## config.mk

```make
export PLATFORM = sky130hd
export DESIGN_NAME = store_buffer
export DESIGN_NICKNAME = d
export VERILOG_FILES = /design/src/rtl/store_buffer.sv
export SDC_FILE = /design/constraint.sdc
export NUM_CORES = 1
export LEC_CHECK = 0
export BUFFER_PORTS_ARGS = -buffer_cell sky130_fd_sc_hd__buf_2
export CORE_MARGIN = 1.5
export CORE_UTILIZATION = 40
export CTS_BUF_LIST = sky130_fd_sc_hd__clkbuf_8
export DETAILED_ROUTE_END_ITERATION = 10
export MAX_ROUTING_LAYER = met4
export PLACE_DENSITY = 0.57
export RECOVER_POWER = 50
export SETUP_SLACK_MARGIN = 0.1
export SYNTH_ARGS = -nofsm -noshare
export SYNTH_HDL_FRONTEND = slang
export SYNTH_SLANG_ARGS = --single-unit
```

## constraint.sdc

```tcl
create_clock -name clk -period 3.9 [get_ports clk]
set_input_delay 0.39 -clock clk [delete_from_list [all_inputs] [get_ports clk]]
set_output_delay 0.39 -clock clk [all_outputs]
set_load 0.03 [all_outputs]
```

## src/rtl/store_buffer.sv

```systemverilog
// Committed-store FIFO between MEM and Data_Memory with load overlap detection.
// Define STORE_FWD_EN to forward exact-match store data to loads.
module store_buffer #(
  parameter int DEPTH  = 4,
  parameter int ADDR_W = 32
) (
  input  logic                     clk,
  input  logic                     rst_n,
  input  logic                     st_valid,
  output logic                     st_ready,
  input  logic [ADDR_W-1:0]        st_addr,
  input  logic [31:0]              st_data,
  input  logic [1:0]               st_width,
  input  logic                     ld_valid,
  input  logic [ADDR_W-1:0]        ld_addr,
  input  logic [1:0]               ld_width,
  input  logic                     ld_sext,
  output logic                     ld_hazard,
  output logic                     ld_fwd_valid,
  output logic [31:0]              ld_fwd_data,
  output logic [ADDR_W-1:0]        mem_addr,
  output logic [31:0]              mem_data,
  output logic [1:0]               mem_width,
  output logic                     mem_write,
  output logic                     empty,
  output logic [$clog2(DEPTH):0]   count
);

  localparam int PW = $clog2(DEPTH);
  localparam int CW = PW + 1;

  logic [ADDR_W-1:0] e_addr  [DEPTH];
  logic [31:0]       e_data  [DEPTH];
  logic [1:0]        e_width [DEPTH];
  logic [DEPTH-1:0]  e_vld;
  logic [PW-1:0]     wr_ptr;
  logic [PW-1:0]     rd_ptr;
  logic              push;
  logic              pop;

  assign st_ready  = (count != CW'(DEPTH));
  assign empty     = (count == '0);
  assign mem_write = !empty && !ld_valid;
  assign pop       = mem_write;
  assign push      = st_valid && st_ready && (st_width != 2'b11);
  assign mem_addr  = e_addr[rd_ptr];
  assign mem_data  = e_data[rd_ptr];
  assign mem_width = e_width[rd_ptr];

  always_ff @(posedge clk) begin
    if (!rst_n) begin
      wr_ptr <= '0;
      rd_ptr <= '0;
      count  <= '0;
      e_vld  <= '0;
    end else begin
      if (push) begin
        wr_ptr         <= wr_ptr + 1'b1;
        e_vld[wr_ptr]  <= 1'b1;
      end
      if (pop) begin
        rd_ptr         <= rd_ptr + 1'b1;
        e_vld[rd_ptr]  <= 1'b0;
      end
      unique case ({push, pop})
        2'b10:   count <= count + 1'b1;
        2'b01:   count <= count - 1'b1;
        default: count <= count;
      endcase
    end
  end

  always_ff @(posedge clk) begin
    if (push) begin
      e_addr[wr_ptr]  <= st_addr;
      e_data[wr_ptr]  <= st_data;
      e_width[wr_ptr] <= st_width;
    end
  end

  function automatic logic [ADDR_W:0] span(input logic [1:0] w);
    unique case (w)
      2'b00:   span = (ADDR_W+1)'(0);
      2'b01:   span = (ADDR_W+1)'(1);
      default: span = (ADDR_W+1)'(3);
    endcase
  endfunction

  // Extra top bit keeps ranges that run past the address wrap from aliasing low bytes.
  logic [ADDR_W:0]  ld_lo;
  logic [ADDR_W:0]  ld_hi;
  logic [DEPTH-1:0] ov;
  logic             any_ov;

  always_comb begin
    ld_lo = {1'b0, ld_addr};
    ld_hi = ld_lo + span(ld_width);
    ov    = '0;
    for (int i = 0; i < DEPTH; i++) begin
      ov[i] = e_vld[i] && (ld_width != 2'b11)
           && ({1'b0, e_addr[i]} <= ld_hi)
           && (ld_lo <= ({1'b0, e_addr[i]} + span(e_width[i])));
    end
    any_ov = |ov;
  end

`ifdef STORE_FWD_EN
  logic [PW-1:0] yng;
  logic [PW-1:0] idx;
  logic          found;
  logic          hit;
  logic [31:0]   raw;

  // Scan oldest to youngest so the last overlapping entry wins.
  always_comb begin
    yng   = '0;
    idx   = '0;
    found = 1'b0;
    for (int k = 0; k < DEPTH; k++) begin
      idx = rd_ptr + PW'(k);
      if (ov[idx]) begin
        yng   = idx;
        found = 1'b1;
      end
    end
  end

  assign hit = ld_valid && found
            && (e_addr[yng] == ld_addr)
            && (e_width[yng] == ld_width);
  assign raw = e_data[yng];

  always_comb begin
    ld_fwd_data = '0;
    if (hit) begin
      unique case (ld_width)
        2'b00:   ld_fwd_data = {{24{ld_sext & raw[7]}}, raw[7:0]};
        2'b01:   ld_fwd_data = {{16{ld_sext & raw[15]}}, raw[15:0]};
        default: ld_fwd_data = raw;
      endcase
    end
  end

  assign ld_fwd_valid = hit;
`else
  logic unused;
  assign unused       = ld_sext;
  assign ld_fwd_valid = 1'b0;
  assign ld_fwd_data  = '0;
`endif

  assign ld_hazard = ld_valid && any_ov && !ld_fwd_valid;

endmodule

```

Word-level counts from Yosys, hierarchy flattened
Memory sizes are Yosys's and may differ from the RTL's. A register that Yosys moved wholly into a read port is not among the register bits.
Index checks and enable logic that the tools add are counted.
Cells by class
  add/sub/neg operators: 9
  multipliers: 0
  div/mod/pow operators: 0
  $lt $le $gt $ge: 12
  equality and inequality tests: 10
  shift operators: 0
  mux-type cells: 21
  bitwise gates (word level): 3
  reduce and logical (&&, ||, !) cells: 28
Operators by type and width (count)
  32-bit by 33-bit less-or-equal comparator with 1-bit output: 8
  32-bit by 33-bit adder with 33-bit output: 5
  2-bit one-hot mux with 2 select lines: 5
  1-bit logical AND: 18
  2-bit by 1-bit equality test with 1-bit output (second input constant): 6
  2-bit 2-to-1 mux: 6
  4-bit 2-to-1 mux: 3
  2-bit zero test: 5
  2-bit by 3-bit less-than comparator with 1-bit output (second input constant): 2
  3-bit one-hot mux with 2 select lines: 1
  2-bit by 1-bit adder with 2-bit output (second input constant): 2
  4-bit AND: 1
  1-bit demux with 2-bit select: 2
  2-bit by 1-bit >= comparator with 1-bit output (second input constant): 2
  1-bit 2-to-1 mux: 4
  2-bit inequality test (second input constant): 2
  4-bit NOT: 1
  4-bit bitwise OR: 1
  4-bit OR reduction: 1
  3-bit by 1-bit adder with 3-bit output (second input constant): 1
  3-bit zero test: 1
  3-bit inequality test (second input constant): 1
  3-bit by 1-bit subtractor with 3-bit output (second input constant): 1
  2-bit equality test (second input constant): 1
  other kinds (2): 3
Word-level totals
  register bits after elaboration: 11
  latch bits: 0
  bits in writable memories: 264
  memory bits (read-only): 0
  bits of input ports: 105
  output and inout bits: 106
  logic and storage cells: 90
  memories kept: 3
Memories
  e_addr: depth 4, width 32, read ports 5, clocked after memory_dff 1, write ports 1, line 32  | logic [ADDR_W-1:0] e_addr [DEPTH];
  e_data: depth 4, width 32, read ports 1, clocked after memory_dff 1, write ports 1, line 33  | logic [31:0] e_data [DEPTH];
  e_width: depth 4, width 2, read ports 5, clocked after memory_dff 1, write ports 1, line 34  | logic [1:0] e_width [DEPTH];

Longest topological paths before layout
Gate-level depths: netlist of the first run.
  word-level depth: 9
  mapped depth: 19
  gate-level depth less buffers: 18

Worst setup path after synthesis of the first run
No wires, ideal clock.
  kind: register to output
  from: mem e_width[2][1]
  to: out ld_hazard
  arrival time: 3910 ps
  data required time: 3510 ps
  slack: -400 ps
  cell stages (with the launch flop): 20
  path buffers: 1
  cells stage by stage: edfxtp_1 > or2_2 > ha_1 > inv_1 > fa_1 > nor4_2 > and2_1 > buf_2 > nand3_1 > nor2_1 > nand3_1 > xor2_1 > ha_1 > nand4_1 > nor3_1 > nand4_1 > or4_1 > o31ai_1 > o22ai_1 > o2111ai_2
RTL lines
  from (decl): line 34
  to (decl): line 18  | output logic ld_hazard,

Worst setup path in the final report of the first run
  from: in ld_width[1]
  to: out ld_hazard
Between the ends
  longest elaborated chain between the ends: 8
  elaborated cells on any way between the ends: 23
  classes of those cells: add/sub: 1; order compare: 4; eq/ne: 2; mux: 1; reduce/logical: 15
Ends and longest elaborated chain
  from (decl): line 16  | input logic [1:0] ld_width,
  2-bit by 1-bit equality test with 1-bit output / 2-bit zero test (equally long branches): line 82  | unique case (w)
  2-bit one-hot mux with 2 select lines: line 82
  32-bit by 33-bit adder with 33-bit output: line 97  | ld_hi = ld_lo + span(ld_width);
  32-bit by 33-bit less-or-equal comparator with 1-bit output: line 101  | && ({1'b0, e_addr[i]} <= ld_hi)
  1-bit logical AND: line 101
  1-bit logical AND: line 102  | && (ld_lo <= ({1'b0, e_addr[i]} + span(e_width[i])));
  4-bit OR reduction *: line 104  | any_ov = |ov;
  1-bit logical AND *: line 152  | assign ld_hazard = ld_valid && any_ov && !ld_fwd_valid;
Mark *: on every way between the ends. The rest lies on a longest branch, timed or not.

==> results.toml, run 1 <==
[grt]
gr-usage-all-layers_pct = 27.3
grt_pass1_vias = 16145
grt_overflow = 0
grt_util_met2_pct = 42.4
use_met1_pct = 35.7
busiest_layer = "met2"
grt_max_degree = 67
met3_usage_pct = 4.57
grt_pass1_wl_microns = 97400
antenna_found_initial = 3

[clock_tree]
worstSkewPairLatency_ns = 0.67
cts_sinks = 277
cts_buffer_depth = 3
cts_tree = "yes"
numCtsBuffers = 48
clk_pin_slew_ns = 0.05
cts_root_buffer = "clkbuf_8"
cts_max_level = 2

[die]
fp.dieH_microns = 222
rows = 80
core-area_sq_um = 47500
ios = 211
die_x_microns = 222
initial_utilization_pct = 40.3
die-area_sq_um = 49200

[critical_path]
worst_ep_required_time_ns = 3.51
cpPeakStageDelay_ns = 0.45
worstReg2RegEnd = "e_data[1][16]"
end_kind = "output pin"
path_class = "in2out"
r2r_slack_ns = 0.75
arrival_ns = 4.89
reg2reg_depth = 5
crit_slowest_cell = "nor3_4"
r2r-start = "count[0]"
cp_common_cell = "nand4_1"
start_kind = "primary input"
path_cells = "buf_2, or2_2, ha_2, fa_2, nand3_2, or3_4, nor3_4, nand4_1, xor2_1, ha_1, nand4_1, nor4_4, o311ai_0, nand4_1, a221oi_2, o22ai_1, o2111ai_2, buf_6"
crit_fanout = 6

[placed_design]
dp_hpwl_microns = 51400
port_buffers = 176
pre_cts_slack_ns = -1.70
place_congestion = 0.967

[timing]
slew_headroom_pct = -28.8
worstMarginPinSlew_ns = 1.93
setup_violations = 1
min_period_ns = 5.28
setup_ws_ns = -1.38
rsz0062_at_grt = "yes"
whs_ns = 0.0707
slew_viol_final = 52
hold_viol = 0
finalSetupTns_ns = -1.38
max_freq_mhz = 189
skew_ns = 0.0622
post-route-period-util_pct = 136

[synth]
ys_async_sr_fraction_pct = 0
synth_seq_area_share_pct = 42.7
ys.flop_type = "edfxtp_1"
yosys.area_share.simple_pct = 13.7
synth.ff_latch_count = 277
yosys_warnings = 0
synth.cell_area_sq_um = 19200
synthCells = 1594
synth_edf_count = 264
synth_top_family_by_area = "adder cells"
synth_xor_area_share_pct = 7.04
synth_compound_area_share_pct = 7.31
synth_fa_ha_area_share_pct = 18.6
synth_mux_area_share_pct = 7.88
avgSynthCellArea_sq_um = 12.0
ys_types = 78

[route]
viasPerCell = 5.44
ant_nets = 0
first_pass_iters = 5
routedWlPerCell_microns = 22.6
drt-total-wl_microns = 64900
drt-initial-drc-count = 1015
vias = 15641
drc = 0

[pwr]
ir_drop_v = 0.000559
p_int_mw = 6.43
total_leakage_power_nw = 10.1
p_per_area_nw_per_um2 = 401
seq_power_share_pct = 37.9
power_frac_comb_pct = 35.4
power.switching_mw = 3.63
clockPowerShare_pct = 26.8
swShare_pct = 36.1

[finish]
final_layout_size_suffix_gt1_share_pct = 29.1
final_nets = 2607
mostFrequentLayoutCell = "buf_4"
multiInputGateArea_sq_um = 10800
nFillCells = 4216
fin_util_pct = 52.8
area_growth_pct = 31.0
most-common-layout-cells = "buf_4, ha_1, edfxtp_1, nand2_1, buf_2"
seq_area_sq_um = 8200

[worst_hold_path]
hp-start = "rst_n"
min_to = "e_vld[0]"
hold_class = "in2reg"
min_path_cells = 2

[run_status]
violations = "capacitance limit, slew limit, setup timing"
run_status = "finished with violations"

[flow_run]
maxCapViolations = 2
-- synthesized netlist by cell type (6+ instances only) --
cell type  instances  share of area, %
ha_1             275                18
edfxtp_1         264                41
nand2_1          115               2.3
a21oi_1           85               2.2
xor2_1            85               3.9
nand3_1           83               2.2
nor2_1            80               1.6
nand4_1           71               2.3
xnor2_1           69               3.2
mux4_2            65               7.6
o21ai_0           44               1.1
inv_1             43              0.84
buf_4             33               1.3
and3_1            24              0.78
nor3_1            24              0.63
a21o_1            21              0.82
and2_1            14              0.46
a211oi_1          13              0.51
clkbuf_1          13              0.25
dfxtp_1           13               1.4
nor2b_1           11              0.36
nand2b_1          10              0.33
and4_1             9              0.41
o211ai_1           8              0.31
a221oi_1           7              0.32
nor4_1             7              0.23
fa_1               6              0.63
or2_2              6              0.20
-- final cells by class --
type                    count  share of cell area [%]
multi-input cells        1248                    43.0
flip-flops and latches    277                    32.6
repair buffers            602                    16.8
well taps                 615                    3.07
clock buffers              48                    2.63
clock inverters            39                    1.15
inverters                  44                   0.658
diodes                      3                  0.0299
-- registers in the layout, indices dropped and copies added (netlist names), named ones only --
signal,cells
e_vld,4
e_addr,128
e_width,8
e_data,128
rd_ptr,2
count,3
wr_ptr,2
-- kinds of logic after synthesis --
logic type	after synthesis
AO/OA/AOI/OAI	222
XOR/XNOR	154
adder cells (fa/ha/maj)	281
buffers and inverters	101
flip-flops	277
multiplexers	68
other	1
AND/OR/NAND/NOR	490
-- worst max path at each step --
stage,from,cells after the start,slack (ns),to
global placement,ld_width[1],18,-1.67,ld_hazard
floorplan,e_width[2][1],19,-0.05,ld_hazard
global route,e_width[3][1],19,-1.58,ld_hazard
CTS,e_width[0][1],20,-1.43,ld_hazard
finish,ld_width[1],18,-1.38,ld_hazard
detailed placement,ld_width[1],18,-1.70,ld_hazard
-- timing repair --
| item | CTS | global route |
|---|---|---|
| pin swaps | 10 | 3 |
| hold buffers | 65 | 0 |
| cloned | 0 | 0 |
| endpoints found under the hold margin | 260 | 0 |
| resized for setup | 19 | 7 |
| buffers inserted | 3 | 0 |
| setup endpoints to repair | 1 | 1 |
-- power groups by stage --
stage	sequential, mW	combinational (mW)	clock, mW
finish	3.81	3.56	2.69
global route	3.85	3.83	2.87
CTS	3.82	3.60	2.75
floorplan	3.73	2.34	0
global placement	3.87	3.48	0
detailed placement	3.88	3.51	0
-- through the flow --
stage	total power, mW	cells	instance area (sq um)
2_1_floorplan	6.07	1626	19400
3_3_place_gp	7.34	2718	23400
3_5_place_dp	7.39	2718	23400
4_1_cts	10.2	2873	25200
5_1_grt	10.6	2876	25100
6_report	10.1	2876	25100
-- critical path, delay by kind of cell --
| family | cells | cell delay (ns) |
|---|---|---|
| AO/OA/AOI/OAI | 4 | 1.12 |
| XOR/XNOR | 1 | 0.39 |
| adder cells (fa/ha/maj) | 3 | 0.80 |
| buffers and inverters | 2 | 0.27 |
| AND/OR/NAND/NOR | 8 | 1.91 |
-- layer usage --
layer | part of all wire (%) | up-vias
met2 | 46 | 475
met4 | 3.9 | 0
li1 | - | 7389
met5 | 0 | -
met3 | 5.6 | 124
met1 | 45 | 7653
Power figures use the tool's default switching activity.
==> inputs of run 2 (changes only) <==
- CORE_UTILIZATION: 40 -> 51
- PLACE_DENSITY: 0.57 -> 0.71
==> run 2 against run 1 <==
The run still ends with capacitance limit, slew limit, setup timing left. Combinational power about the same. Clock power decreased by 10%. Final area decreased by 2.2%. Flip-flop and latch count unchanged. Core utilization increased by 14 points. Global-route usage increased by 5.8 points. Power decreased by 3.0%. Clock skew decreased by 0.027 ns. Critical endpoint unchanged. Largest cell class unchanged. Highest routed layer unchanged.
==> results.toml, run 2 (synthesis results as in run 1) <==
[finish]
mostFrequentLayoutCell = "buf_4"
area_growth_pct = 28.1
reg.largest.list = "e_addr x128, e_data x128, e_width x8"
final_layout_size_suffix_gt1_share_pct = 28.6
most-common-layout-cells = "buf_4, ha_1, edfxtp_1, nand2_1, buf_2"
final_nets = 2566
final_cells = 2679
antenna_cells = 0
design_area_sq_um = 24600

[grt]
gr-usage-all-layers_pct = 33.1
antenna_found_initial = 0
grt_max_degree = 68
grt_pass1_vias = 16078
grt_overflow = 0
grt_pass1_wl_microns = 93500

[timing]
min_period_ns = 5.21
slew_viol_final = 44
max_freq_mhz = 192
finalSetupTns_ns = -1.31
hold_viol = 0
setup_violations = 1
post-route-period-util_pct = 134
worstMarginPinSlew_ns = 2.24
skew_ns = 0.0350
setup_ws_ns = -1.31
rsz0062_at_grt = "yes"
slew_headroom_pct = -49.4

[worst_hold_path]
hold_class = "in2reg"

[die]
fp.dieH_microns = 197
core-area_sq_um = 36800
die-area_sq_um = 38700
ios = 211
rows = 70
initial_utilization_pct = 52.1
die_x_microns = 197

[critical_path]
crit_fanout = 4
reg2reg_depth = 5
path_class = "in2out"
arrival_ns = 4.82
startpoint = "ld_width[1]"
end_kind = "output pin"
worstReg2RegEnd = "e_addr[3][12]"
worst_ep_required_time_ns = 3.51
r2r-start = "count[1]"
r2r_slack_ns = 0.33
crit_path_end = "ld_hazard"
start_kind = "primary input"

[clock_tree]
cts_sinks = 277
numCtsBuffers = 46
worstSkewPairLatency_ns = 0.64
cts_buffer_depth = 3
cts_root_buffer = "clkbuf_8"
clk_pin_slew_ns = 0.05
cts_tree = "yes"
cts_max_level = 2

[placed_design]
post_dp_cell_area_sq_um = 22900
pre_cts_slack_ns = -1.23
dpl.cell_count = 2529
dp_hpwl_microns = 47300
port_buffers = 176
place_congestion = 1.01

[pwr]
ir_drop_v = 0.000607
total_leakage_power_nw = 9.85
p_per_area_nw_per_um2 = 397

[route]
drt-total-wl_microns = 61600
viasPerCell = 5.90
first_pass_iters = 5
ant_nets = 0
drt-initial-drc-count = 987
vias = 15818
routedWlPerCell_microns = 23.0
drc = 0

[run_status]
run_status = "finished with violations"
violations = "capacitance limit, slew limit, setup timing"

[flow_run]
maxCapViolations = 1
run 2: cell type report:
cell class / count / area (sq um)
clock buffers: 48 / 661
clock inverters: 31 / 183
fillers: 2860 / 12200
inverters: 44 / 165
multi-input cells: 1248 / 10900
flip-flops and latches: 277 / 8200
well taps: 468 / 586
repair buffers: 563 / 3910
run 2: per-layer routing:
layer | track usage, % | vias to the layer above | wire, microns
met5 | - | - | 0
met4 | 13.6 | 0 | 2610
met3 | 5.80 | 144 | 4770
met2 | 52.6 | 697 | 28900
met1 | 42.2 | 7681 | 25300
li1 | - | 7296 | -
run 2: repair_timing:
| action | 4_1_cts | 5_1_grt |
|---|---|---|
| hold buffers | 66 | 0 |
| setup endpoints to repair | 1 | 1 |
| buffers inserted | 3 | 2 |
| hold endpoints to repair | 264 | 0 |
| resized for setup | 24 | 19 |
| pin swaps | 17 | 12 |
run 2: report_power, final:
group,total (mW),internal (mW),switching [mW]
logic,3.54,1.46,2.07
clock network,2.42,1.22,1.21
registers,3.80,3.52,0.275
total,9.76,6.20,3.56
run 2: worst max-delay path, cell delays in order:
cell and delay (ns):
buf_2 0.10, or2_2 0.32, ha_2 0.20, fa_2 0.43, nand3_2 0.11, or3_4 0.18
nor2_4 0.04, and3_4 0.20, nand3_2 0.09, xor2_2 0.25, ha_1 0.22, nand4_1 0.14
nor4_1 0.68, o311ai_0 0.43, nand4_1 0.26, a221oi_2 0.08, o22ai_1 0.29, o2111ai_4 0.20
buf_6 0.19
run 2: worst min-delay path by stage:
stage                        start        to  slack (ns)  depth (start not counted)
final                        rst_n  e_vld[0]        0.11                          2
after global routing         rst_n  e_vld[1]        0.10                          2
after floorplan           e_vld[3]  e_vld[3]        0.46                          1
after CTS                    rst_n  e_vld[0]        0.06                          2
after detailed placement  e_vld[3]  e_vld[3]        0.49                          1
after global placement    e_vld[3]  e_vld[3]        0.48                          1
run 2: metrics by stage:
step | power (mW) | hold WS [ns] | util (%)
4_1_cts | 9.79 | 0.0642 | 66.8
3_3_place_gp | 7.23 | 0.480 | 62.3
6_report | 9.76 | 0.108 | 66.7
5_1_grt | 10.2 | 0.104 | 66.7
2_1_floorplan | 6.07 | 0.464 | -
3_5_place_dp | 7.31 | 0.492 | 62.3
==> inputs of run 3 (changes only) <==
- MAX_ROUTING_LAYER: met4 -> unset
==> run 3 against run 2 <==
The run still ends with capacitance limit, slew limit, setup timing left. Clock power is 5% higher. Power is 0.84% higher. Setup slack better by 0.067 ns. Combinational power is 1% lower. Final area is 0.14% lower. Largest power group unchanged. Highest routed layer unchanged.
==> results.toml, run 3 (synthesis results as in run 1) <==
[grt]
grt_max_degree = 68
grt_pass1_wl_microns = 92200
antenna_found_initial = 0
gr-usage-all-layers_pct = 32.0
grt_pass1_vias = 15757
grt_overflow = 0

[timing]
hold_viol = 0
setup_violations = 1
rsz0062_at_grt = "yes"
max_freq_mhz = 194
worstMarginPinSlew_ns = 1.88
slew_headroom_pct = -25.4
finalSetupTns_ns = -1.25
min_period_ns = 5.15
post-route-period-util_pct = 132
whs_ns = 0.0951
skew_ns = 0.0591
slew_viol_final = 36
setup_ws_ns = -1.25

[route]
ant_nets = 0
routedWlPerCell_microns = 22.9
drc = 0
vias = 15700
first_pass_iters = 5
drt-total-wl_microns = 61400
viasPerCell = 5.85
drt-initial-drc-count = 1115

[placed_design]
place_congestion = 0.997
port_buffers = 176
dp_hpwl_microns = 46800
post_dp_cell_area_sq_um = 23000
dpl.cell_count = 2538

[critical_path]
crit_fanout = 4
end_kind = "output pin"
arrival_ns = 4.76
worst_ep_required_time_ns = 3.51
cpPeakStageDelay_ns = 0.47
crit_slowest_cell = "edfxtp_1"
path_cells = "ha_1, a21o_1, nand4_1, nor3_2, buf_4, nand4_1, buf_4, nor2_1, xnor2_1, ha_1, and4_1, a221oi_1, nor3_1, o21ai_0, nand4b_1, o2111ai_2, buf_6"
start_kind = "flip-flop"
worst-path-buf-inv = 3
path_class = "reg2out"
crit_family = "simple AND/OR/NAND/NOR gates"

[clock_tree]
clk_pin_slew_ns = 0.06
cts_max_level = 2
worstSkewPairLatency_ns = 0.65
numCtsBuffers = 45
cts_setup_buffers = 0
cts_root_buffer = "clkbuf_8"
cts_tree = "yes"
cts_buffer_depth = 3
cts_sinks = 277

[finish]
design_area_sq_um = 24500
final_cells = 2684
most-common-layout-cells = "buf_4, ha_1, edfxtp_1, nand2_1, buf_2"
mostFrequentLayoutCell = "buf_4"
final_layout_size_suffix_gt1_share_pct = 27.9
reg.largest.list = "e_addr x128, e_data x128, e_width x8"
area_growth_pct = 28.0
final_nets = 2568
antenna_cells = 0

[pwr]
ir_drop_v = 0.000634
p_per_area_nw_per_um2 = 401
finalPower_mw = 9.84
total_leakage_power_nw = 9.85

[die]
rows = 70
fp.dieH_microns = 197
core-area_sq_um = 36800
die_x_microns = 197
die-area_sq_um = 38700
initial_utilization_pct = 52.1
ios = 211

[run_status]
run_status = "finished with violations"
violations = "capacitance limit, slew limit, setup timing"

[worst_hold_path]
hold_class = "in2reg"

[flow_run]
maxCapViolations = 1
## run 3: through the flow
stage / utilization [%] / worst slack, ns
6_report: 66.6 / -1.25
5_1_grt: 66.6 / -1.46
4_1_cts: 66.9 / -1.24
3_5_place_dp: 62.5 / -1.21
3_3_place_gp: 62.5 / -1.23
2_1_floorplan: - / -0.0524
## run 3: report_power, final
group | switching [mW] | internal, mW | leakage [nW]
registers | 0.276 | 3.52 | 2.52
logic | 2.06 | 1.44 | 6.83
clock network | 1.20 | 1.33 | 0.500
## run 3: worst paths after layout
check        slack [ns]    startpoint  cells past startpoint            end
min                 0.1         rst_n                      2       e_vld[1]
min reg2reg        0.50      e_vld[1]                      1       e_vld[1]
max reg2reg        0.55      count[1]                      5  e_addr[1][11]
max               -1.25  e_addr[0][1]                     17      ld_hazard
## run 3: layer usage
metal,GRT usage [%],wire (microns)
met2,52.0,28600
met5,0,0
met1,42.1,25500
met4,13.1,2560
met3,6.43,4740
## run 3: timing repair
item                                    4_1_cts  5_1_grt
pin swaps                                     6        2
endpoints found under the setup margin        1        1
hold buffers                                 65        0
hold endpoints to repair                    254        0
cloned                                        0        0
resized for setup                            14        4
## run 3: final cells by class
class                   instances  area (sq um)
fillers                      2830         12300
multi-input cells            1248         10800
flip-flops and latches        277          8200
repair buffers                566          3930
clock buffers                  47           647
well taps                     468           586
clock inverters                34           243
inverters                      44           165
